File: src/rtl/spi_burst_sequencer.sv
`timescale 1ns/1ps
// spi_burst_sequencer: turns spi_master's single-byte start/done interface into a
// cfg_len-byte burst engine with TX/RX byte FIFOs and a single completion pulse.
//
// state       | meaning
// ------------+----------------------------------------------------------
// S_IDLE      | waiting for go; burst config latched on go
// S_ISSUE     | pop TX head into spi_tx_data, or abort on empty TX FIFO
// S_HANDSHAKE | spi_start held with stable data until spi_busy is seen
// S_WAIT_DONE | waiting for spi_done; rx byte captured into holding reg
// S_STORE     | push holding reg into RX FIFO (stalls while RX is full)
// S_FINISH    | one-cycle seq_done (+ err_underflow when aborted)

// Byte FIFO with first-word-fall-through read port; head reads as 0 when empty.
module sbs_fifo #(
   parameter int DEPTH = 16
) (
   input  logic                     clk,
   input  logic                     reset,
   input  logic                     wr_en,
   input  logic [7:0]               wr_data,
   input  logic                     rd_en,
   output logic [7:0]               rd_data,
   output logic                     full,
   output logic                     empty,
   output logic [$clog2(DEPTH):0]   level
);
   localparam int AW = $clog2(DEPTH);
   localparam logic [AW:0]   FULL_LVL = DEPTH[AW:0];
   localparam logic [AW:0]   LVL_ONE  = 1;
   localparam logic [AW-1:0] PTR_ONE  = 1;

   logic [7:0]    mem [DEPTH];
   logic [AW-1:0] wr_ptr;
   logic [AW-1:0] rd_ptr;
   logic          do_wr;
   logic          do_rd;

   assign full    = (level == FULL_LVL);
   assign empty   = (level == '0);
   assign do_wr   = wr_en & ~full;
   assign do_rd   = rd_en & ~empty;
   assign rd_data = empty ? 8'h00 : mem[rd_ptr];

   // Pointers and occupancy; pointers wrap naturally at the power-of-2 depth.
   always_ff @(posedge clk) begin
      if (reset) begin
         wr_ptr <= '0;
         rd_ptr <= '0;
         level  <= '0;
      end else begin
         if (do_wr) wr_ptr <= wr_ptr + PTR_ONE;
         if (do_rd) rd_ptr <= rd_ptr + PTR_ONE;
         case ({do_wr, do_rd})
            2'b10:   level <= level + LVL_ONE;
            2'b01:   level <= level - LVL_ONE;
            default: level <= level;
         endcase
      end
   end

   // Storage array; contents need no reset since empty gates the read port.
   always_ff @(posedge clk) begin
      if (do_wr) mem[wr_ptr] <= wr_data;
   end
endmodule

module spi_burst_sequencer #(
   parameter int          TX_DEPTH        = 16,
   parameter int          RX_DEPTH        = 16,
   parameter logic [15:0] DEFAULT_CLK_DIV = 16'd4
) (
   input  logic                        clk,
   input  logic                        reset,
   input  logic [15:0]                 cfg_clk_div,
   input  logic [7:0]                  cfg_len,
   input  logic                        go,
   input  logic                        tx_wr_en,
   input  logic [7:0]                  tx_wr_data,
   output logic                        tx_full,
   output logic [$clog2(TX_DEPTH):0]   tx_level,
   input  logic                        rx_rd_en,
   output logic [7:0]                  rx_rd_data,
   output logic                        rx_empty,
   output logic [$clog2(RX_DEPTH):0]   rx_level,
   output logic                        seq_busy,
   output logic                        seq_done,
   output logic                        err_underflow,
   output logic                        spi_start,
   output logic [7:0]                  spi_tx_data,
   output logic [15:0]                 spi_clk_div,
   input  logic                        spi_busy,
   input  logic                        spi_done,
   input  logic [7:0]                  spi_rx_data
);
   typedef enum logic [2:0] {
      S_IDLE, S_ISSUE, S_HANDSHAKE, S_WAIT_DONE, S_STORE, S_FINISH
   } state_t;

   state_t     state;
   state_t     state_nxt;
   logic [7:0] remain;
   logic       abort;
   logic [7:0] rx_hold;
   logic       tx_pop;
   logic       rx_push;
   logic [7:0] tx_head;
   logic       tx_empty;
   logic       rx_full;

   sbs_fifo #(.DEPTH(TX_DEPTH)) u_tx_fifo (
      .clk     (clk),
      .reset   (reset),
      .wr_en   (tx_wr_en),
      .wr_data (tx_wr_data),
      .rd_en   (tx_pop),
      .rd_data (tx_head),
      .full    (tx_full),
      .empty   (tx_empty),
      .level   (tx_level)
   );

   sbs_fifo #(.DEPTH(RX_DEPTH)) u_rx_fifo (
      .clk     (clk),
      .reset   (reset),
      .wr_en   (rx_push),
      .wr_data (rx_hold),
      .rd_en   (rx_rd_en),
      .rd_data (rx_rd_data),
      .full    (rx_full),
      .empty   (rx_empty),
      .level   (rx_level)
   );

   assign spi_start     = (state == S_HANDSHAKE);
   assign seq_busy      = (state != S_IDLE);
   assign seq_done      = (state == S_FINISH);
   assign err_underflow = (state == S_FINISH) & abort;

   // State register plus burst datapath (byte count, divider, tx/rx byte registers).
   always_ff @(posedge clk) begin
      if (reset) begin
         state       <= S_IDLE;
         remain      <= 8'd0;
         abort       <= 1'b0;
         rx_hold     <= 8'd0;
         spi_tx_data <= 8'd0;
         spi_clk_div <= DEFAULT_CLK_DIV;
      end else begin
         state <= state_nxt;
         if (state == S_IDLE && go) begin
            remain      <= cfg_len;
            abort       <= 1'b0;
            spi_clk_div <= (cfg_clk_div == 16'd0) ? DEFAULT_CLK_DIV : cfg_clk_div;
         end
         if (state == S_ISSUE && tx_empty) abort <= 1'b1;
         if (tx_pop) spi_tx_data <= tx_head;
         if (state == S_WAIT_DONE && spi_done) rx_hold <= spi_rx_data;
         if (rx_push) remain <= remain - 8'd1;
      end
   end

   // Next-state and FIFO strobes.
   always_comb begin
      state_nxt = state;
      tx_pop    = 1'b0;
      rx_push   = 1'b0;
      case (state)
         S_IDLE: begin
            if (go) state_nxt = (cfg_len == 8'd0) ? S_FINISH : S_ISSUE;
         end
         S_ISSUE: begin
            if (tx_empty) begin
               state_nxt = S_FINISH;
            end else begin
               tx_pop    = 1'b1;
               state_nxt = S_HANDSHAKE;
            end
         end
         S_HANDSHAKE: begin
            if (spi_busy) state_nxt = S_WAIT_DONE;
         end
         S_WAIT_DONE: begin
            if (spi_done) state_nxt = S_STORE;
         end
         S_STORE: begin
            if (!rx_full) begin
               rx_push   = 1'b1;
               state_nxt = (remain == 8'd1) ? S_FINISH : S_ISSUE;
            end
         end
         S_FINISH: state_nxt = S_IDLE;
         default:  state_nxt = S_IDLE;
      endcase
   end
endmodule
File: config.mk
export PLATFORM = sky130hd
export DESIGN_NAME = spi_burst_sequencer
export DESIGN_NICKNAME = d
export VERILOG_FILES = /design/src/rtl/spi_burst_sequencer.sv
export SDC_FILE = /design/constraint.sdc
export NUM_CORES = 1
export LEC_CHECK = 0
export BUFFER_PORTS_ARGS = -buffer_cell sky130_fd_sc_hd__buf_2
export CAP_MARGIN = 25
export CORE_ASPECT_RATIO = 1.2
export CORE_MARGIN = 2
export CORE_UTILIZATION = 60
export DETAILED_ROUTE_END_ITERATION = 12
export PLACE_DENSITY = 0.77
export SYNTH_ARGS = -nofsm -noshare
export SYNTH_HDL_FRONTEND = slang
export SYNTH_SLANG_ARGS = --single-unit
export TNS_END_PERCENT = 20
File: constraint.sdc
create_clock -name clk -period 5.5 [get_ports clk]
set_input_delay 1.1 -clock clk [delete_from_list [all_inputs] [get_ports clk]]
set_output_delay 1.1 -clock clk [all_outputs]
set_load 0.01 [all_outputs]
After elaboration in Yosys (flattened, before gate mapping)
Memory sizes are Yosys's and may differ from the RTL's. A register that Yosys moved wholly into a read port is not among the register bits. Index checks and enable logic that the tools add are counted.

Word-level logic and storage cells: 87. RAM bits: 256. Flip-flop bits (word level): 62. Memories: 2.

Memories: u_rx_fifo.mem (depth 16, bits a word 8, rd ports 1, clocked after Yosys merged registers in 1, write ports 1, line 33) `logic [7:0] mem [DEPTH];`; u_tx_fifo.mem (depth 16, bits a word 8, rd ports 1, clocked after Yosys merged registers in 1, write ports 1, line 33).

Add/subtract/negate cells: 9. Multiplexer cells: 26. Equality and inequality tests: 16. Bitwise operators: 9. Reduce and logical (&&, ||, !) cells: 14.

Operators by type and width (number): $mux W8 (3); $mux W3 (7); $pmux W5 S2 (2); $add A4 B1 Y4 const B (4); $logic_not A16 Y1 (1); $mux W16 (1); $pmux W3 S5 (1); $add A5 B1 Y5 const B (2); $eq A5 B5 Y1 const B (2); $logic_not A5 Y1 (2); $mux W1 (10); $sub A5 B1 Y5 const B (2); $eq A8 B1 Y1 const B (1); $logic_not A8 Y1 (1); $mux W4 (2); $reduce_bool A2 Y1 (4); $sub A8 B1 Y8 const B (1); $eq A3 B2 Y1 const B (2); $eq A3 B3 Y1 const B (2); $ne A2 B2 Y1 const B (3); $and A1 B1 Y1 (5); $eq A2 B1 Y1 const B (2); $eq A2 B2 Y1 const B (2); $not A1 Y1 (4); 6 further kinds (8).

Logic depth before layout (Yosys ltp)
Word-level depth: 6. Mapped depth: 13. Mapped depth without buffers: 11.

Modules after synthesis
Synthesis repeated with hierarchy kept, for this count alone.

Cell total of the unflattened synthesis: 868. Area, all modules: 13885.8 µm².

Modules (own cells, without submodules): sbs_fifo (area an instance 5984.5 µm², cells an instance 313, instances 2); spi_burst_sequencer (area an instance 1916.8 µm², cells an instance 242, instances 1).

Least setup slack after synthesis
OpenSTA, ideal clock, no wires.

Kind: input port to flip-flop. Start: in tx_wr_en. End: reg u_tx_fifo.level[4]. Slack: 2.051 ns. Stages: 11. Arrival time: 3.328 ns. Path buffers: 1. Data required time: 5.379 ns. Library setup time: 0.121 ns. Cells stage by stage: a21boi_1 > inv_1 > ha_1 > clkbuf_1 > xor2_1 > ha_1 > o21a_1 > o21ai_0 > nand2b_1 > a211oi_1 > mux2_2.

Cells in the longest elaborated chain, start to end: 3. Elaborated cells between the ends (all ways): 5. Those cells by class: eq/ne: 2; mux: 1; bitwise: 1; reduce/logical: 1.

RTL lines: start, declared (line 78) `input logic tx_wr_en,`; $and A1 B1 Y1 * (line 41) `assign do_wr = wr_en & ~full;`; $eq A2 B1 Y1 or $eq A2 B2 Y1 (tied branches) (line 54) `case ({do_wr, do_rd})`; $pmux W5 S2 or $reduce_bool A2 Y1 (tied branches); end signal, assigned (line 55) `2'b10: level <= level + LVL_ONE;`; end signal, assigned (line 56) `2'b01: level <= level - LVL_ONE;`; end signal, assigned (line 57) `default: level <= level;`; end, declared (line 26) `output logic [$clog2(DEPTH):0] level`.

Mark *: on every way between the ends. The rest lies on a longest branch, timed or not. A chain may end at the register's enable or synchronous reset.

==> impl_metrics.toml <==
[run_status]
status = "finished, violations left"
violations = "design-rule violations"

[setup_path]
worstPathCellList = "buf_12 -> mux4_2 -> mux4_2 -> nor2b_1 -> buf_2"
cp-start-kind = "flop"
arrival_ns = 2.73
crit_path_end_kind = "output pin"
r2r_slack_ns = 2.23
path_common_cell = "mux4_2"
critPathKind = "reg2out"
crit_slowest_cell = "dfxtp_2"
cp-endpoint = "rx_rd_data[1]"
cp_slowest_stage_delay_ns = 0.55
r2r-end = "u_tx_fifo.level[4]"
worstRegToRegCells = 11
crit_required_ns = 4.40
worstPathMaxFanout = 24
r2r_start = "u_tx_fifo.level[1]"

[sta]
fin_crit_sh_pct = 69.6
hold_violations = 0
finalCriticalPeriod_ns = 3.83
timing.hold.ws_ns = 0.451
finalSetupTns_ns = 0
rsz0062_at_grt = "false"
maxSlewHeadroom_pct = 30.5
fin_skew_ns = 0.0147
final-setup-viol-count = 0
fmax_ghz = 0.261
tightest_slew_ns = 1.04
slew_viol_final = 0

[global_routing]
antenna_found_initial = 0
groute.usage.overall_pct = 22.7
grt_pass1_vias = 7478
globalRouteOverflowTotal = 0
grt_max_degree = 50
grt_pass1_wl_um = 40900

[route]
vias = 7404
detail-route-antenna-nets = 0
wire_per_inst_um = 21.5
route.detailed.drc = 3
dr.pass1.iters = 11
drtIter0Drc = 479
viasPerCell = 6.02
wirelength_um = 26500

[final_layout]
final_cell_mix = "256 x edfxtp_1, 94 x buf_2, 72 x mux4_2, 72 x dfxtp_1, 71 x nand2_1"
antenna_cells = 0
finalNonFillerCells = 1230
final_area_um2 = 15100
nFillCells = 1411
nNetsFinal = 999
area_delta_synth_final_pct = 13.0
final_common_cell = "edfxtp_1"
drive_above_1_share_pct = 25.1

[clock_tree]
insertion_delay_ns = 0.55
h-tree-depth = 1
cts_root_buffer = "clkbuf_16"
path_clk_slew_ns = 0.06
cts_tree = "built"
postCtsHoldBufs = 0
cts_resized = 0
numCtsBuffers = 31
clkSinkCount = 330
cts_setup_buffers = 0
clk_path_buf_depth = 3

[synth]
netlist.area_leader.share_pct = 57.7
synth_seq_cells = 330
yosysUniqueCellTypes = 57
yosys.area.top_type = "edfxtp_1"
syn-num-nets = 914
netlist_top_cells_area = "edfxtp_1 58%, mux4_2 12%, dfxtp_1 11%"
synth_flop_cell = "edfxtp_1"
synth_edf_count = 256
yosysSeqAreaShare_pct = 68.8
postSynthCellCount = 848
synthArstFlopShare_pct = 0
yosysWarnings = 0
avgSynthCellArea_um2 = 15.7
syn_area_um2 = 13300

[die]
die_h_um = 167
dieArea_um2 = 23400
core-area_um2 = 21800
placementRows = 59
pin_count = 95
die_x_um = 140
initial_utilization_pct = 61.2

[placement]
dpl.cell_count = 1172
globalplace.congestion = 0.803
portBuffers = 94
place_area_um2 = 14000
place_hpwl_um = 17200

[power]
p_int_mw = 4.68
power_mw = 6.38
p_sw_share_pct = 26.6
power.net_switching_mw = 1.70
max-vdd-ir-drop_v = 0.000325
pwr-share-clk_pct = 33.6
pwr-share-comb_pct = 19.8
p_leak_nw = 5.19
pwr_density_cell_nw_per_um2 = 424
power_frac_seq_pct = 46.7

[hold_path]
hold_depth = 2
min_path_type = "reg2reg"

[job]
max_cap_violations = 0
[cells in the mapped netlist, types with 4 or more instances]
| cell type | number |
|---|---|
| nor2_1 | 67 |
| mux2i_1 | 4 |
| a22oi_1 | 17 |
| buf_2 | 9 |
| and2_1 | 5 |
| dfxtp_1 | 74 |
| edfxtp_1 | 256 |
| nand3_1 | 10 |
| nand4_1 | 4 |
| or3_1 | 6 |
| mux4_2 | 72 |
| nor2b_1 | 11 |
| nand3b_1 | 5 |
| xnor2_1 | 6 |
| o21ai_0 | 8 |
| clkbuf_1 | 32 |
| nor4_1 | 7 |
| nor3_1 | 15 |
| nand2b_1 | 6 |
| nor3b_1 | 4 |
| a21o_1 | 4 |
| nand2_1 | 71 |
| xor2_1 | 15 |
| inv_1 | 13 |
| ha_1 | 19 |
| buf_1 | 7 |
| a21oi_1 | 54 |
[cell type report]
type / instances / area (um^2) / area share [%]
sequential: 330 / 9170 / 60.9
multi-input combinational: 451 / 3880 / 25.8
clock buffer: 39 / 868 / 5.77
timing repair buffer: 106 / 573 / 3.81
tap: 274 / 343 / 2.28
clock inverter: 17 / 174 / 1.16
inverter: 13 / 48.8 / 0.324
[worst min path at each step]
stage | start | end | slack, ns
5_1_grt | spi_clk_div[4] | spi_clk_div[4] | 0.47
3_3_place_gp | spi_clk_div[13] | spi_clk_div[13] | 0.44
3_5_place_dp | spi_clk_div[7] | spi_clk_div[7] | 0.44
4_1_cts | spi_clk_div[7] | spi_clk_div[7] | 0.45
6_report | spi_clk_div[14] | spi_clk_div[14] | 0.45
2_1_floorplan | abort | abort | 0.43
[flip-flops by register name, indices dropped and copies added (netlist names), named ones only]
register / flops
abort: 1
spi_tx_data: 8
u_rx_fifo.level: 5
u_rx_fifo.mem: 128
u_tx_fifo.mem: 128
rx_hold: 8
state: 3
u_rx_fifo.wr_ptr: 4
u_tx_fifo.rd_ptr: 4
u_tx_fifo.level: 5
remain: 8
spi_clk_div: 16
u_tx_fifo.wr_ptr: 4
u_rx_fifo.rd_ptr: 4
[through the flow]
step | utilization [%] | setup slack [ns]
after floorplan | - | 2.05
after global placement | 64.2 | 1.88
after detailed placement | 64.3 | 1.79
after CTS | 69.1 | 1.62
after global routing | 69.1 | 1.53
final | 69.1 | 1.67
[power by group through the flow]
stage	clock network, mW	registers, mW	logic, mW
2_1_floorplan	0	2.96	1.03
3_3_place_gp	0	3.07	1.19
6_report	2.14	2.98	1.26
5_1_grt	2.28	3.00	1.39
4_1_cts	2.17	2.98	1.28
3_5_place_dp	0	3.03	1.27
[cell families after synthesis]
logic type / count (synthesis) / share of synthesized area (%)
fa+ha+maj: 19 / 1.78
mux: 77 / 12.6
xor+xnor: 21 / 1.38
buf+inv: 67 / 2.23
flops: 330 / 68.8
simple gates: 218 / 7.67
compound gates: 116 / 5.56
[per-layer routing]
metal	vias to the layer above	part of all wire (%)	GRT usage [%]
met5	-	0	0
met4	0	3.5	9.31
met3	55	4.9	3.15
met2	217	53	40.7
met1	3714	38	28.0
li1	3418	-	-
[critical path, delay by kind of cell, from the launching register on]
family	cells	cell delay, ns
mux	2	1.05
buf+inv	2	0.43
flops	1	0.55
simple gates	1	0.15
Power figures use the tool's default switching activity.
